$ cat config.mk
export PLATFORM = sky130hd
export DESIGN_NAME = up_down_sweep_ctrl
export DESIGN_NICKNAME = d
export VERILOG_FILES = /design/src/rtl/up_down_sweep_ctrl.sv
export SDC_FILE = /design/constraint.sdc
export NUM_CORES = 1
export LEC_CHECK = 0
export BUFFER_PORTS_ARGS = -buffer_cell sky130_fd_sc_hd__buf_2
export CORE_MARGIN = 4
export CORE_UTILIZATION = 56
export DETAILED_ROUTE_END_ITERATION = 10
export GPL_TIMING_DRIVEN = 0
export PLACE_DENSITY = 0.76
export SYNTH_ARGS = -nofsm -noshare
export SYNTH_HDL_FRONTEND = slang
export SYNTH_SLANG_ARGS = --single-unit
export TNS_END_PERCENT = 10
$ cat constraint.sdc
create_clock -name clk -period 2.5 [get_ports clk]
set_clock_uncertainty 0.2 [all_clocks]
set_input_delay 0.5 -clock clk [delete_from_list [all_inputs] [get_ports clk]]
set_output_delay 0.5 -clock clk [all_outputs]
set_load 0.01 [all_outputs]
$ cat src/rtl/up_down_sweep_ctrl.sv
// Sweep sequencer: runs a WIDTH-bit counter back and forth between latched
// lo/hi limits for a programmed number of sweeps, with busy/done/err handshake.
//
// state   | meaning
// --------+-----------------------------------------------------------
// IDLE    | waiting for start; outputs hold, done/err pulses clear
// UP      | counting toward hi; reverses to DOWN on the hi cycle
// DOWN    | counting toward lo; next sweep or completion on the lo cycle
module up_down_sweep_ctrl #(
  parameter int WIDTH = 4,
  parameter int SW    = 4
) (
  input  logic             clk,
  input  logic             rst,
  input  logic             start,
  input  logic             abort,
  input  logic             hold,
  input  logic [WIDTH-1:0] lo,
  input  logic [WIDTH-1:0] hi,
  input  logic [SW-1:0]    sweeps,
  output logic [WIDTH-1:0] count,
  output logic             mode,
  output logic             busy,
  output logic             done,
  output logic             err,
  output logic [SW-1:0]    sweeps_left
);

  localparam logic [1:0] ST_IDLE = 2'd0;
  localparam logic [1:0] ST_UP   = 2'd1;
  localparam logic [1:0] ST_DOWN = 2'd2;

  localparam logic [WIDTH-1:0] ONE_C = {{(WIDTH-1){1'b0}}, 1'b1};
  localparam logic [SW-1:0]    ONE_S = {{(SW-1){1'b0}}, 1'b1};
  localparam logic [SW-1:0]    ZERO_S = '0;

  logic [1:0]       state_q, state_d;
  logic [WIDTH-1:0] count_q, count_d;
  logic             mode_q, mode_d;
  logic             busy_q, busy_d;
  logic             done_q, done_d;
  logic             err_q, err_d;
  logic [SW-1:0]    sweeps_left_q, sweeps_left_d;
  logic [WIDTH-1:0] lo_q, lo_d;
  logic [WIDTH-1:0] hi_q, hi_d;

  logic start_ok;
  logic at_hi;
  logic at_lo;
  logic last_sweep;

  assign start_ok   = (lo < hi) && (sweeps != ZERO_S);
  assign at_hi      = (count_q == hi_q);
  assign at_lo      = (count_q == lo_q);
  assign last_sweep = (sweeps_left_q <= ONE_S);

  always_comb begin
    state_d       = state_q;
    count_d       = count_q;
    mode_d        = mode_q;
    busy_d        = busy_q;
    done_d        = 1'b0;
    err_d         = 1'b0;
    sweeps_left_d = sweeps_left_q;
    lo_d          = lo_q;
    hi_d          = hi_q;

    case (state_q)
      ST_IDLE: begin
        if (start) begin
          if (start_ok) begin
            lo_d          = lo;
            hi_d          = hi;
            count_d       = lo;
            mode_d        = 1'b1;
            busy_d        = 1'b1;
            sweeps_left_d = sweeps;
            state_d       = ST_UP;
          end else begin
            err_d = 1'b1;
          end
        end
      end

      ST_UP, ST_DOWN: begin
        if (abort) begin
          // count and mode deliberately keep their last values
          state_d       = ST_IDLE;
          busy_d        = 1'b0;
          sweeps_left_d = ZERO_S;
        end else if (!hold) begin
          if (state_q == ST_UP) begin
            if (!at_hi) begin
              count_d = count_q + ONE_C;
            end else begin
              count_d = count_q - ONE_C;
              mode_d  = 1'b0;
              state_d = ST_DOWN;
            end
          end else begin
            if (!at_lo) begin
              count_d = count_q - ONE_C;
            end else if (!last_sweep) begin
              count_d       = lo_q + ONE_C;
              mode_d        = 1'b1;
              sweeps_left_d = sweeps_left_q - ONE_S;
              state_d       = ST_UP;
            end else begin
              state_d       = ST_IDLE;
              busy_d        = 1'b0;
              done_d        = 1'b1;
              sweeps_left_d = ZERO_S;
            end
          end
        end
      end

      default: begin
        state_d       = ST_IDLE;
        busy_d        = 1'b0;
        sweeps_left_d = ZERO_S;
      end
    endcase
  end

  always_ff @(posedge clk or posedge rst) begin
    if (rst) begin
      state_q       <= ST_IDLE;
      count_q       <= '0;
      mode_q        <= 1'b1;
      busy_q        <= 1'b0;
      done_q        <= 1'b0;
      err_q         <= 1'b0;
      sweeps_left_q <= '0;
      lo_q          <= '0;
      hi_q          <= '0;
    end else begin
      state_q       <= state_d;
      count_q       <= count_d;
      mode_q        <= mode_d;
      busy_q        <= busy_d;
      done_q        <= done_d;
      err_q         <= err_d;
      sweeps_left_q <= sweeps_left_d;
      lo_q          <= lo_d;
      hi_q          <= hi_d;
    end
  end

  assign count       = count_q;
  assign mode        = mode_q;
  assign busy        = busy_q;
  assign done        = done_q;
  assign err         = err_q;
  assign sweeps_left = sweeps_left_q;

endmodule
==> flow_summary.ini <==
[run_status]
run_status = finished clean

[synthesis]
synthCells = 174
synth-seq-cells = 22
yosysSeqAreaShare_pct = 33.61
synth_area_um2 = 1642
syn_nets = 204
synth_top_area_share_pct = 32.01
ys_warn_count = 0
ys_types = 42
async_flop_share_pct = 100.0
synthFlopType = dfrtp_1
synth_edf_count = 0
yosys.area.top_type = dfrtp_1
synth.area.top_cells = dfrtp_1 (32%), ha_1 (9.9%), inv_1 (4.1%), xnor2_1 (3.7%), mux2i_1 (3.7%)
avgSynthCellArea_um2 = 9.434

[clock_tree]
cts_hold_buf = 0
clockBufferDepth = 2
clock_sinks = 22
cts_tree = built
clock_latency_ps = 310
htree_levels = 1
cts_setup_buffers = 0
cts_root_buffer = clkbuf_4
post_cts_resized = 0
cts_made_buffers = 3
path_clk_slew_ps = 140

[die]
die_area_um2 = 3861
die_w_um = 62.14
io_pins = 29
die_h_um = 62.14
core_area_um2 = 2781
initial_core_util_pct = 59.02
rows = 19

[setup_path]
reg2reg_depth = 8
reg2reg_from = sweeps_left[1]
worstSetupEndpointType = register
crit_start = sweeps_left[1]
worst_path_most_repeated_cell = nor3_1
crit_arrival_ps = 2350
cp_num_buf_inv = 1
crit_family = simple AND/OR/NAND/NOR gates
crit_required_ps = 2550
startpoint_type = register
critical_path.cell_chain = inv_1 > ha_1 > nor2_1 > nor3_1 > nand2b_4 > o221ai_2 > nor3_1 > a21oi_1
cp_slowest_stage_delay_ps = 490
path_max_fanout = 8
slowest_stage = nor3_1
critPathKind = register to register
cp_num_cells = 8

[detailed_routing]
drt_pass1_iterations = 4
via_count = 1378
vias_per_cell = 5.814
drtIter0Drc = 51
wl_per_cell_um = 14.68
detail_route.drc_violations = 0
detail-route-antenna-nets = 0
routed_wl_um = 3480

[layout]
drive_gt1_share_pct = 23.30
antenna_cells = 0
area_delta_synth_final_pct = 13.11
instances_no_fill = 237
final_nets = 237
n_fill_cell = 236
fin_area_um2 = 1857

[power_and_ir_drop]
leakage_nw = 0.9126
irDropWorstVdd_mv = 0.7699
p_per_area_nw_per_um2 = 1291

[sta]
hold_viol = 0
slew_headroom_pct = 41.60
period_share_pct = 91.87
setup_viol = 0
worstMarginPinSlew_ps = 875.1
fin_crit_ps = 2297
rsz0062_at_grt = false
maxSlewViolCount = 0
fmax_ghz = 0.4354

[placed_design]
dp_hpwl_um = 2670
postPlaceCellArea_um2 = 1821
portBuffers = 28
gp_congestion = 0.8389
dp_cells = 233

[global_routing]
grt_pass1_wl_um = 5982
grt_remaining_overflow = 0
antenna_found_initial = 0
track_usage_pct = 18.55
grt_max_degree = 23
grt_pass1_vias = 1352

[job]
cap_violations = 0

[hold_path]
min_path_type = primary input to async pin
-- state kept, by name, summed over array words and instances (netlist names) --
register,cells
busy,1
count,4
done,1
err,1
hi_q,4
lo_q,4
mode,1
state_q,2
sweeps_left,4
-- Yosys cell counts, types with 4 or more instances --
| cell | count |
|---|---|
| xor2_1 | 5 |
| nor2b_1 | 5 |
| o21ai_1 | 5 |
| dfrtp_1 | 21 |
| o21ai_0 | 8 |
| xnor2_1 | 7 |
| nand2_1 | 13 |
| nor2_1 | 11 |
| mux2i_1 | 6 |
| nor3_1 | 10 |
| ha_1 | 13 |
| inv_1 | 18 |
| o31ai_1 | 7 |
| a21oi_1 | 4 |
-- power by group --
group | switching [mW] | internal (mW)
combinational | 0.858 | 0.658
sequential | 0.155 | 0.516
clock | 0.122 | 0.0890
total | 1.13 | 1.26
-- path summary, 6_finish.rpt --
check / end / slack, ps
worst max-delay path: count[1] / 200
worst min-delay path: hi_q[2] / 140
min in group clk: done / 190
worst max register to register: count[1] / 200
max in group asynchronous: hi_q[3] / 1420
worst min register to register: mode / 300
-- area by class of cell --
cell class | instances | area, um^2 | share of cell area [%]
Clock buffer | 4 | 36.28 | 1.954
Tap cell | 31 | 38.79 | 2.089
Timing Repair Buffer | 28 | 140.1 | 7.547
Multi-Input combinational cell | 127 | 989.7 | 53.30
Sequential cell | 22 | 551.8 | 29.72
Buffer | 7 | 32.53 | 1.752
Inverter | 18 | 67.56 | 3.639
-- worst register-to-register path: cells and delay by family, from the launching register on --
family                   cells  cell delay (ps)
AND/OR/NAND/NOR              4              760
AO/OA/AOI/OAI                2              490
buffers and inverters        1              120
flip-flops                   1              460
adder cells (fa/ha/maj)      1              200
-- through the flow --
| step | total power [mW] | hold WS, ps | worst slack [ps] | utilization, % | TNS (ps) |
|---|---|---|---|---|---|
| after floorplan | 1.840 | 270.2 | 203.9 | - | 0 |
| after global placement | 2.121 | 273.5 | -69.01 | 65.45 | -129.2 |
| after detailed placement | 2.175 | 282.9 | -92.69 | 65.45 | -356.7 |
| after CTS | 2.392 | 176.0 | 248.6 | 66.76 | 0 |
| after global routing | 2.617 | 164.7 | 18.62 | 66.76 | 0 |
| final | 2.398 | 136.0 | 203.4 | 66.76 | 0 |
-- routing by layer --
layer	vias up	wire length (um)	global-route usage, %
met4	0	35	8.672
li1	677	-	-
met2	49	1597	28.37
met3	4	208	1.982
met5	-	0	0
met1	648	1638	26.12
-- cells in the final DEF (no fill, tap or decap), drive strengths merged, types with 2 or more instances in the layout --
cell,count
nand2b,3
nand3,2
nand2,13
a22oi,3
nor3,10
dfrtp,21
o41ai,2
xnor2,10
nand4,2
mux2i,6
a31oi,2
mux2,2
xor2,5
buf,32
inv,18
o21ai,13
o22ai,3
o31ai,7
ha,13
nor2,11
clkbuf,7
nor2b,5
a21oi,4
o221ai,2
-- cells by family after synthesis --
group | share of synthesized area [%]
AOI/OAI and AO/OA | 20.43
and+or+nand+nor | 15.55
buffers and inverters | 6.097
xor gates and xnor gates | 9.375
DFF | 33.61
adders and majority gates | 9.909
muxes | 5.031
(Power assumes the default switching activity.)
